File: config.mk
export PLATFORM = sky130hd
export DESIGN_NAME = conv_window_gen
export DESIGN_NICKNAME = d
export VERILOG_FILES = /design/src/rtl/conv_pkg.sv /design/src/rtl/conv_line_buf.sv /design/src/rtl/conv_window_gen.sv
export SDC_FILE = /design/constraint.sdc
export NUM_CORES = 1
export LEC_CHECK = 0
export CAP_MARGIN = 20
export CORE_ASPECT_RATIO = 1.5
export CORE_MARGIN = 2
export CORE_UTILIZATION = 44
export DETAILED_ROUTE_END_ITERATION = 10
export PLACE_DENSITY_LB_ADDON = 0.3
export SYNTH_ARGS = -nofsm -noshare
export SYNTH_HDL_FRONTEND = slang
export SYNTH_HIERARCHICAL = 1
export SYNTH_SLANG_ARGS = --single-unit
File: constraint.sdc
create_clock -name clk -period 3.5 [get_ports clk]
set_clock_uncertainty 0.15 [all_clocks]
set_input_delay 0.525 -clock clk [delete_from_list [all_inputs] [get_ports clk]]
set_output_delay 0.525 -clock clk [all_outputs]
set_load 0.05 [all_outputs]
File: src/rtl/conv_pkg.sv
// Shared constants for the 3x3 convolution path: kernel size, packed window
// length and the window element index helper also used by the MAC stage.
package conv_pkg;

  localparam int K          = 3;
  localparam int VEC_LEN    = K * K;
  localparam int DEF_DATA_W = 8;

  function automatic int win_idx(input int r, input int c);
    return r * K + c;
  endfunction

endpackage

File: src/rtl/conv_line_buf.sv
// One image row of pixel storage. The read is combinational, so a read and a
// write to the same address in one cycle return the previously stored value.
module conv_line_buf #(
  parameter int DATA_W = 8,
  parameter int DEPTH  = 28,
  parameter int AW     = (DEPTH > 1) ? $clog2(DEPTH) : 1
) (
  input  logic                     clk,
  input  logic                     i_we,
  input  logic [AW-1:0]            i_addr,
  input  logic signed [DATA_W-1:0] i_wdata,
  output logic signed [DATA_W-1:0] o_rdata
);

  logic signed [DATA_W-1:0] r_mem [DEPTH];

  assign o_rdata = r_mem[i_addr];

  always_ff @(posedge clk) begin
    if (i_we) begin
      r_mem[i_addr] <= i_wdata;
    end
  end

endmodule

File: src/rtl/conv_window_gen.sv
// Raster-stream 3x3 window generator feeding the convolution MAC stage.
// Build option CONV_WIN_STRIDE2_EN restricts output to stride-2 window anchors.
module conv_window_gen
  import conv_pkg::*;
#(
  parameter int DATA_W = DEF_DATA_W,
  parameter int IMG_W  = 28,
  parameter int IMG_H  = 28
) (
  input  logic                        clk,
  input  logic                        rst_n,
  input  logic signed [DATA_W-1:0]    pix_in,
  input  logic                        pix_valid,
  input  logic                        sof,
  output logic [DATA_W*VEC_LEN-1:0]   win_vec,
  output logic                        win_valid,
  output logic                        frame_done
);

  localparam int CW = $clog2(IMG_W);
  localparam int RW = $clog2(IMG_H);
  localparam logic [CW-1:0] COL_LAST = CW'(IMG_W - 1);
  localparam logic [RW-1:0] ROW_LAST = RW'(IMG_H - 1);

  logic [CW-1:0] r_col, w_col, w_col_nxt;
  logic [RW-1:0] r_row, w_row, w_row_nxt;
  logic          w_sof, w_last, w_emit, w_stride_ok;

  logic signed [DATA_W-1:0] w_lb0_rd, w_lb1_rd;
  logic signed [DATA_W-1:0] r_win     [K][K];
  logic signed [DATA_W-1:0] w_win_nxt [K][K];
  logic [DATA_W*VEC_LEN-1:0] w_win_pack;

  logic [DATA_W*VEC_LEN-1:0] r_win_vec;
  logic                      r_win_valid, r_frame_done;

  // A start-of-frame pixel is placed at (0,0) regardless of the counters.
  assign w_sof = sof & pix_valid;
  assign w_col = w_sof ? '0 : r_col;
  assign w_row = w_sof ? '0 : r_row;

  conv_line_buf #(.DATA_W(DATA_W), .DEPTH(IMG_W), .AW(CW)) u_lb0 (
    .clk     (clk),
    .i_we    (pix_valid),
    .i_addr  (w_col),
    .i_wdata (pix_in),
    .o_rdata (w_lb0_rd)
  );

  conv_line_buf #(.DATA_W(DATA_W), .DEPTH(IMG_W), .AW(CW)) u_lb1 (
    .clk     (clk),
    .i_we    (pix_valid),
    .i_addr  (w_col),
    .i_wdata (w_lb0_rd),
    .o_rdata (w_lb1_rd)
  );

  always_comb begin
    w_col_nxt = w_col + CW'(1);
    w_row_nxt = w_row;
    if (w_col == COL_LAST) begin
      w_col_nxt = '0;
      w_row_nxt = (w_row == ROW_LAST) ? '0 : w_row + RW'(1);
    end
  end

  assign w_last = (w_row == ROW_LAST) && (w_col == COL_LAST);

`ifdef CONV_WIN_STRIDE2_EN
  // (row-2) and (col-2) even is the same as row and col even.
  assign w_stride_ok = ~w_row[0] & ~w_col[0];
`else
  assign w_stride_ok = 1'b1;
`endif

  assign w_emit = (w_row >= RW'(2)) && (w_col >= CW'(2)) && w_stride_ok;

  always_comb begin
    for (int r = 0; r < K; r++) begin
      for (int c = 0; c < K - 1; c++) begin
        w_win_nxt[r][c] = r_win[r][c+1];
      end
    end
    w_win_nxt[0][K-1] = w_lb1_rd;
    w_win_nxt[1][K-1] = w_lb0_rd;
    w_win_nxt[2][K-1] = pix_in;
    w_win_pack = '0;
    for (int r = 0; r < K; r++) begin
      for (int c = 0; c < K; c++) begin
        w_win_pack[win_idx(r, c)*DATA_W +: DATA_W] = w_win_nxt[r][c];
      end
    end
  end

  // Stage p0 -> p1: window shift registers and registered outputs.
  always_ff @(posedge clk) begin
    if (pix_valid) begin
      r_win <= w_win_nxt;
    end
  end

  always_ff @(posedge clk) begin
    if (!rst_n) begin
      r_col        <= '0;
      r_row        <= '0;
      r_win_vec    <= '0;
      r_win_valid  <= 1'b0;
      r_frame_done <= 1'b0;
    end else begin
      r_win_valid  <= pix_valid & w_emit;
      r_frame_done <= pix_valid & w_last;
      if (pix_valid) begin
        r_col <= w_col_nxt;
        r_row <= w_row_nxt;
        if (w_emit) begin
          r_win_vec <= w_win_pack;
        end
      end
    end
  end

  assign win_vec    = r_win_vec;
  assign win_valid  = r_win_valid;
  assign frame_done = r_frame_done;

endmodule

==> metrics, run 1 <==
outcome finished, final reports clean; RSZ-0062 raised after global routing false; initial antenna violation count 0; hold_buf cts 0; Lkg Pwr 8.57 nW; placed insts 2,150; diode count 0; Via density 5.51; Clk pin slew, worst setup/hold paths 60 ps; Setup WS pre-CTS -188 ps; Final Non-Filler Cells 2,254; final setup violation count 0; Async S/R FF share, synth 0; setup tns final 0 ps; number of distinct library cells after synthesis 50; Post-Syn Nets 1,369; PwrDens 551 nW/µm²; clk sinks 580; die width 188 µm; final slew viol count 0; Arrival @ worst endpoint 3220 ps; Die ar. 52,600 µm²; number of global-route vias before repair 12,600; dpl hpwl 33,400 µm; top cell type's share of synthesized area 0.668; Core Rows 101; Final Core Density 0.529; HP Class input port to flop; sequential-to-total area share from yosys stat 0.743; highest net fanout along the worst path 44; Primary FF master, synth edfxtp_1; IO Port Bufs 85; first-pass GRT wire length 76,900 µm; average wire per standard cell 22.5 µm; vias 12,400; area leader, netlist edfxtp_1; worst relative slew slack 0.357; Max Freq 325 MHz; post-route ant nets 0; max_cap viols 0; Area growth syn-to-layout 19.6%; CP Capture Type flop; yosys warns 6; Final Cycle Share 0.880; synthesized flop and latch total 580; crit path time final 3080 ps; I/O pin count 86; maximum clock path buffer count 3; Total GRT Usage 0.195; number of detailed-route iterations in the first pass 5; CTS tree yes; Post-Syn Area 22,300 µm²; Final Wtd Congestion 0.867; Setup crit start kind input port; Total Wirelength 50,800 µm; Syn Inst Count 1,355; Worst-Skew Late Latency 620 ps; Slew @ Worst Pin 958 ps; maximum number of pins on one net before global-route repair 81; Syn Area/Cell 16.5 µm²; # H-tree levels 2; CP Data Required Time 3640 ps; drt drc 0; CTS Buf Count 55; CP Class input port to flop; share of cells above drive strength 1 0.186; fin worst setup slack 419 ps; final hold violations 0; ranking of synthesized cells by area edfxtp_1, dfxtp_1, mux4_2, mux2i_1, nand2_1; Post-synth EDFFs 496; core area 50,400 µm²; post-CTS setup repair buffer count 0; Peak VDD IR 0.000527 V; reg-to-reg slack, setup 570 ps; Root Driver clkbuf_16; grt total ovfl 0; Resize count post-CTS 0; starting density of the core 0.443; final net count 1,552; Die Span Y 280 µm; DRT iter0 DRCs 1,055
[critical path: stages]
cell and delay, ps:
clkdlybuf4s50_1 490, nand2_1 150, buf_4 130, and2_4 270, buf_12 330, buf_4 300, mux4_2 320, a22oi_1 380
nand4_1 280
[logic make-up after synthesis]
| group | Yosys count | synth area share |
|---|---|---|
| mux | 158 | 0.109 |
| flops | 580 | 0.743 |
| fa+ha+maj | 2 | 0.00112 |
| buf+inv | 95 | 0.0234 |
| compound gates | 162 | 0.0451 |
| simple gates | 358 | 0.0783 |
[per-stage QoR]
| step | power (mW) | hold slack (ps) | cell area (µm²) |
|---|---|---|---|
| 2_1_floorplan | 8.25 | 276 | 22300 |
| 3_3_place_gp | 8.63 | 283 | 24800 |
| 3_5_place_dp | 8.65 | 286 | 24800 |
| 4_1_cts | 14.8 | 137 | 26700 |
| 5_1_grt | 15.1 | 169 | 26700 |
| 6_report | 14.7 | 172 | 26700 |
[Yosys cell counts, types with 2 or more instances]
cell and number:
and2_1 12, o22ai_1 6, edfxtp_1 496, and3_1 2, o21ai_0 29, nand2b_1 2
o211ai_1 2, nor2b_1 14, nor2_1 52, a21boi_0 2, buf_6 14, nand3b_1 8
buf_1 3, ha_1 2, nor3b_2 2, o31ai_1 2, mux2i_1 88, nand3_1 79
a21oi_1 2, a22oi_1 25, or3b_1 6, nand4b_1 2, o31a_1 2, buf_2 23
and3b_1 3, a2111oi_0 2, nor3b_1 2, mux4_2 68, nor4_1 2, a32oi_1 3
clkbuf_1 40, buf_4 8, dfxtp_1 84, nor3_1 21, o21ai_1 68, a221oi_1 12
inv_1 6, nand4_1 25, o2111ai_1 2, or3_1 4, nand2_1 120, mux2_2 2
[routing by layer]
metal	part of all wire	track usage	wire, µm
met1	0.37	0.223	18700
met2	0.56	0.369	28500
met3	0.039	0.0274	1970
met4	0.033	0.0686	1670
met5	0	0	0
[report_power, final]
group / switching [mW] / leakage (nW) / internal, mW / total (mW)
Sequential: 0.0349 / 5.18 / 7.65 / 7.69
Combinational: 0.493 / 2.46 / 0.305 / 0.798
Clock: 2.56 / 0.925 / 3.64 / 6.20
[cell usage in the layout (no fill, tap or decap), types with 4 or more instances in the layout]
master	count
edfxtp_1	496
o21ai_0	29
clkdlybuf4s50_1	83
dfxtp_1	84
nand2_1	120
nand4_1	25
or3b_1	6
clkbuf_16	56
clkbuf_1	11
mux2i_1	88
nor3_1	21
a22oi_1	25
nor2b_1	14
buf_4	107
clkinv_2	11
a221oi_1	12
inv_1	5
buf_12	24
or3_1	4
clkinv_1	9
nand3_1	79
nand3b_1	8
and2_1	10
o22ai_1	6
bufinv_16	9
o21ai_1	67
nor2_1	52
mux4_2	68
[flip-flops by register name, summed over array words and instances, names as in the netlist]
signal       count
win_valid        1
u_lb1/r_mem    224
frame_done       1
r_row            5
r_win           48
win_vec         72
u_lb0/r_mem    224
r_col            5
[area by class of cell]
class / instances / area, µm²
fill: 4035 / 23700
inverter: 6 / 25.0
tap: 669 / 837
sequential: 580 / 16600
clock buffer: 68 / 1460
clock inverter: 36 / 449
multi-input combinational: 680 / 5220
timing repair buffer: 215 / 2120
[path summary, 6_finish.rpt]
kind	start	cells after the start	end
setup / recovery	sof	9	r_win[50]
hold / removal	rst_n	3	win_vec[41]
setup reg to reg	r_col[0]	7	u_lb1/r_mem[12][5]
hold reg to reg	win_vec[53]	2	win_vec[53]
(Power assumes the default switching activity.)
==> run 2: changes to the inputs <==
--- a/config.mk
+++ b/config.mk
@@ -9,8 +9,10 @@
 export CORE_ASPECT_RATIO = 1.5
 export CORE_MARGIN = 2
 export CORE_UTILIZATION = 44
+export CTS_BUF_LIST = sky130_fd_sc_hd__clkbuf_8
 export DETAILED_ROUTE_END_ITERATION = 10
 export PLACE_DENSITY_LB_ADDON = 0.3
+export SLEW_MARGIN = 5
 export SYNTH_ARGS = -nofsm -noshare
 export SYNTH_HDL_FRONTEND = slang
 export SYNTH_HIERARCHICAL = 1
==> constraint.sdc (replaced) <==
create_clock -name clk -period 3.5 [get_ports clk]
set_clock_uncertainty 0.15 [all_clocks]
set_input_delay 0.35 -clock clk [delete_from_list [all_inputs] [get_ports clk]]
set_output_delay 0.35 -clock clk [all_outputs]
set_load 0.05 [all_outputs]
==> run 2 against run 1 <==
Compared with the run above: final cell count increased by 1.5%; register-to-register slack better by 20 ps; maximum frequency grew 5.8%; die area stayed put; worst setup slack gained 170 ps; critical endpoint is now r_win[54]; highest routed layer unchanged.
==> metrics, run 2 (synthesis results as in run 1) <==
DRT iter0 DRCs 1,067 (was 1,055); Clock power frac 0.383 (was 0.422); starting density of the core 0.443 (unchanged); die width 188 µm (unchanged); Total Wirelength 51,700 µm (was 50,800 µm); CP Capture Type flop (unchanged); crit path time final 2910 ps (was 3080 ps); share of cells above drive strength 1 0.184 (was 0.186); grt total ovfl 0 (unchanged); highest net fanout along the worst path 33 (was 44); fin worst setup slack 587 ps (was 419 ps); core area 50,400 µm² (unchanged); CP Data Required Time 3710 ps (was 3640 ps); post-route ant nets 0 (unchanged); Root Driver clkbuf_8 (was clkbuf_16); Max Freq 343 MHz (was 325 MHz); PwrDens 523 nW/µm² (was 551 nW/µm²); clk sinks 580 (unchanged); Lkg Pwr 8.52 nW (was 8.57 nW); CTS tree yes (unchanged); Setup WS pre-CTS 21.9 ps (was -188 ps); hold_buf cts 0 (unchanged); worst relative slew slack 0.392 (was 0.357); Die ar. 52,600 µm² (unchanged); Peak VDD IR 0.000348 V (was 0.000527 V); reg-to-reg slack, setup 590 ps (was 570 ps); max_cap viols 0 (unchanged); I/O pin count 86 (unchanged); IO Port Bufs 85 (unchanged); Setup crit start kind flop (was input port); setup tns final 0 ps (unchanged); dpl hpwl 33,900 µm (was 33,400 µm); final setup violation count 0 (unchanged); slowest stage delay, CP 550 ps (was 490 ps); Top delay family on crit path buffers and inverters (unchanged); switch share 0.219 (was 0.210); Via density 5.45 (was 5.51); Final Cycle Share 0.832 (was 0.880); drt drc 0 (unchanged); final net count 1,561 (was 1,552); Clk pin slew, worst setup/hold paths 60 ps (about the same); final slew viol count 0 (unchanged); Total GRT Usage 0.199 (was 0.195); diode count 0 (unchanged); NetSw 3.01 mW (was 3.09 mW); worst hold slack 88.0 ps (was 172 ps); first-pass GRT wire length 77,900 µm (was 76,900 µm); maximum clock path buffer count 3 (unchanged); Core Rows 101 (unchanged); average wire per standard cell 22.6 µm (was 22.5 µm); Arrival @ worst endpoint 3130 ps (was 3220 ps); CTS Buf Count 86 (was 55); Area growth syn-to-layout 17.7% (was 19.6%); most common cell after layout, fill and taps aside edfxtp_1 (unchanged); number of global-route vias before repair 12,700 (was 12,600); RSZ-0062 raised after global routing false (unchanged); Worst-Skew Late Latency 650 ps (was 620 ps); Int Pwr 10.7 mW (was 11.6 mW); initial antenna violation count 0 (unchanged); Bufs and invs on worst path 2 (was 4); combinational power share 0.057 (was 0.054); HP Class input port to flop (unchanged); CP Cell Sequence nand2_1, inv_4, buf_12, mux4_2, a22oi_1, nand4_1 (was clkdlybuf4s50_1, nand2_1, buf_4, and2_4, buf_12, buf_4, mux4_2, a22oi_1, nand4_1); Die Span Y 280 µm (unchanged); Slew @ Worst Pin 908 ps (was 958 ps); maximum number of pins on one net before global-route repair 86 (was 81); Filler cells 4,076 (was 4,035); # H-tree levels 3 (was 2); most frequent cells in the layout edfxtp_1, nand2_1, clkbuf_8 (was edfxtp_1, nand2_1, buf_4); final hold violations 0 (unchanged); CP Class flop to flop (was input port to flop); Slowest-stage cell, CP mux4_2 (was clkdlybuf4s50_1); Resize count post-CTS 0 (unchanged); sequential power share 0.560 (was 0.523); number of detailed-route iterations in the first pass 5 (unchanged); Final Wtd Congestion 0.815 (was 0.867); post-CTS setup repair buffer count 0 (unchanged); outcome finished, final reports clean (unchanged); vias 12,500 (was 12,400)
==> run 2: changes by cell type in the layout (fill, tap and decap cells not counted), moves of 3 or more <==
cell	change
clkbuf_16	-56
clkbuf_1	-11
bufinv_16	-7
clkbuf_8	+100
inv_1	+37
buf_4	-19
clkinvlp_4	-3
clkinv_1	+5
clkinv_2	-9
buf_12	-5
==> run 2: metal layers <==
metal / share of wire / track usage
met1: 0.36 / 0.215
met5: 0 / 0
met2: 0.56 / 0.377
met4: 0.038 / 0.0929
met3: 0.043 / 0.0319
==> run 2: path summary, 6_finish.rpt <==
path / from / endpoint / depth (start not counted)
min reg2reg: r_win[3] / r_win[11] / 0
max: r_col[0] / r_win[54] / 6
max reg2reg: r_col[0] / r_win[54] / 6
min: pix_valid / r_row[3] / 4
==> run 2: final cells by class <==
cell class                      count  area, µm²  share of cell area
Sequential cell                   580      16600               0.631
Timing Repair Buffer              193       1920              0.0731
Clock inverter                     58        290              0.0111
Tap cell                          669        837              0.0319
Inverter                            6       25.0            0.000953
Multi-Input combinational cell    680       5220               0.199
Clock buffer                      101       1390              0.0529
==> run 2: power by group through the flow <==
stage	registers (mW)	clock network (mW)	logic (mW)
finish	7.70	5.26	0.776
global route	7.70	5.68	0.829
CTS	7.70	5.40	0.784
detailed placement	7.84	0	0.783
global placement	7.84	0	0.767
floorplan	7.83	0	0.425
==> run 2: tightest hold or removal path, stage by stage <==
cell,delay [ps]
buf_2,130
nand2_1,150
o2111ai_1,130
o21ai_0,80
==> run 2: per-stage QoR <==
| step | instance area, µm² | std cells | power, mW | util |
|---|---|---|---|---|
| after global routing | 26300 | 2287 | 14.2 | 0.521 |
| after CTS | 26200 | 2285 | 13.9 | 0.520 |
| after global placement | 24500 | 2126 | 8.61 | 0.487 |
| after detailed placement | 24500 | 2126 | 8.63 | 0.487 |
| after floorplan | 22300 | 1355 | 8.25 | - |
| final | 26300 | 2287 | 13.7 | 0.521 |
==> run 3: changes to the inputs <==
==> constraint.sdc (replaced) <==
create_clock -name clk -period 3 [get_ports clk]
set_clock_uncertainty 0.15 [all_clocks]
set_input_delay 0.3 -clock clk [delete_from_list [all_inputs] [get_ports clk]]
set_output_delay 0.3 -clock clk [all_outputs]
set_load 0.05 [all_outputs]
==> run 3 against run 2 <==
Compared with the run above: count of clock-buffer cells in the layout fell by 2; final cell count increased by 3.9%; hold slack better by 56 ps; via count grew 0.98%; clock power rose by 20%; core utilization grew 1.5 points; non-clock buffer count grew 91; worst setup slack lost 350 ps; critical endpoint unchanged.
==> metrics, run 3 (synthesis results as in run 1) <==
outcome finished, final reports clean (unchanged); PwrDens 600 nW/µm² (was 523 nW/µm²); clk sinks 580 (unchanged); combinational power share 0.058 (was 0.057); grt total ovfl 0 (unchanged); number of detailed-route iterations in the first pass 6 (was 5); Clk pin slew, worst setup/hold paths 60 ps (about the same); highest net fanout along the worst path 27 (was 33); max_cap viols 0 (unchanged); drt drc 0 (unchanged); number of global-route vias before repair 13,100 (was 12,700); CTS Buf Count 86 (unchanged); Final Cycle Share 0.922 (was 0.832); maximum clock path buffer count 3 (unchanged); most frequent cells in the layout edfxtp_1, buf_4, nand2_1 (was edfxtp_1, nand2_1, clkbuf_8); average wire per standard cell 21.0 µm (was 22.6 µm); final hold violations 0 (unchanged); HP Class input port to flop (unchanged); post-route ant nets 0 (unchanged); CP Class flop to flop (unchanged); worst relative slew slack 0.378 (was 0.392); Core Rows 101 (unchanged); initial antenna violation count 1 (was 0); Lkg Pwr 9.01 nW (was 8.52 nW); CTS tree yes (unchanged); RSZ-0062 raised after global routing false (unchanged); first-pass GRT wire length 76,700 µm (was 77,900 µm); I/O pin count 86 (unchanged); Arrival @ worst endpoint 2960 ps (was 3130 ps); vias 12,600 (was 12,500); Peak VDD IR 0.000598 V (was 0.000348 V); Total Wirelength 50,000 µm (was 51,700 µm); final net count 1,652 (was 1,561); NetSw 3.53 mW (was 3.01 mW); switch share 0.217 (was 0.219); DRT iter0 DRCs 994 (was 1,067); share of cells above drive strength 1 0.232 (was 0.184); Final Wtd Congestion 0.802 (was 0.815); final setup violation count 0 (unchanged); Via density 5.30 (was 5.45); IO Port Bufs 85 (unchanged); core area 50,400 µm² (unchanged); Slew @ Worst Pin 933 ps (was 908 ps); Die Span Y 280 µm (unchanged); Post-DP Area 25,300 µm² (was 24,500 µm²); Root Driver clkbuf_8 (unchanged); CP Data Required Time 3200 ps (was 3710 ps); starting density of the core 0.443 (unchanged); crit path time final 2770 ps (was 2910 ps); Max Freq 361 MHz (was 343 MHz); # H-tree levels 3 (unchanged); Total GRT Usage 0.195 (was 0.199); setup tns final 0 ps (unchanged); maximum number of pins on one net before global-route repair 78 (was 86); dpl hpwl 33,000 µm (was 33,900 µm); Worst-Skew Late Latency 680 ps (was 650 ps); post-CTS setup repair buffer count 0 (unchanged); Die ar. 52,600 µm² (unchanged); CP Capture Type flop (unchanged); Clock power frac 0.389 (was 0.383); most common cell after layout, fill and taps aside edfxtp_1 (unchanged); Setup crit start kind flop (unchanged); Int Pwr 12.7 mW (was 10.7 mW); sequential power share 0.553 (was 0.560); Design Area, Final 27,000 µm² (was 26,300 µm²); Area growth syn-to-layout 21.1% (was 17.7%); worst hold slack 144 ps (was 88.0 ps); final slew viol count 0 (unchanged); die width 188 µm (unchanged)
-- run 3: power by group through the flow --
stage | Combinational, mW | Clock [mW] | Sequential [mW]
after CTS | 0.964 | 6.48 | 8.97
after floorplan | 0.497 | 0 | 9.13
final | 0.945 | 6.31 | 8.97
after detailed placement | 0.961 | 0 | 9.14
after global routing | 1.01 | 6.84 | 8.97
after global placement | 0.942 | 0 | 9.14
-- run 3: worst paths after layout --
kind	from	end	slack, ps	cells past startpoint
worst max-delay path	r_col[0]	r_win[54]	230	7
worst min register to register	r_win[7]	r_win[15]	290	0
worst max register to register	r_col[0]	r_win[54]	230	7
worst min-delay path	pix_valid	r_row[3]	140	6
-- run 3: worst max-delay path: stages (launching register included) --
cell	delay (ps)
dfxtp_1	410
nand2_1	150
inv_4	340
buf_12	280
buf_12	210
mux4_2	520
a22oi_1	190
nand4_1	190
-- run 3: routing by layer --
metal | global-route usage | routed length [µm]
met5 | 0 | 0
met3 | 0.0298 | 1980
met2 | 0.365 | 27600
met4 | 0.0929 | 1870
met1 | 0.214 | 18600
-- run 3: per-stage QoR --
step                total power [mW]  setup WS [ps]   util  cells
finish                          16.2            234  0.536   2376
global route                    16.8           4.14  0.536   2376
CTS                             16.4            178  0.536   2375
detailed placement              10.1           -245  0.502   2218
global placement                10.1           -214  0.502   2218
floorplan                       9.63           45.4      -   1355
-- run 3: what timing repair did --
action,in CTS,in global routing
hold buffers,1,0
hold endpoints to repair,24,0
gates resized for setup,0,0
endpoints found under the setup margin,0,0
-- run 3: cell type report --
type | count | area, µm²
Tap cell | 669 | 837
Clock inverter | 57 | 362
Fill cell | 4032 | 23400
Multi-Input combinational cell | 680 | 5220
Clock buffer | 99 | 1360
Timing Repair Buffer | 284 | 2640
Sequential cell | 580 | 16600
Inverter | 6 | 25.0
Antenna cell | 1 | 2.50
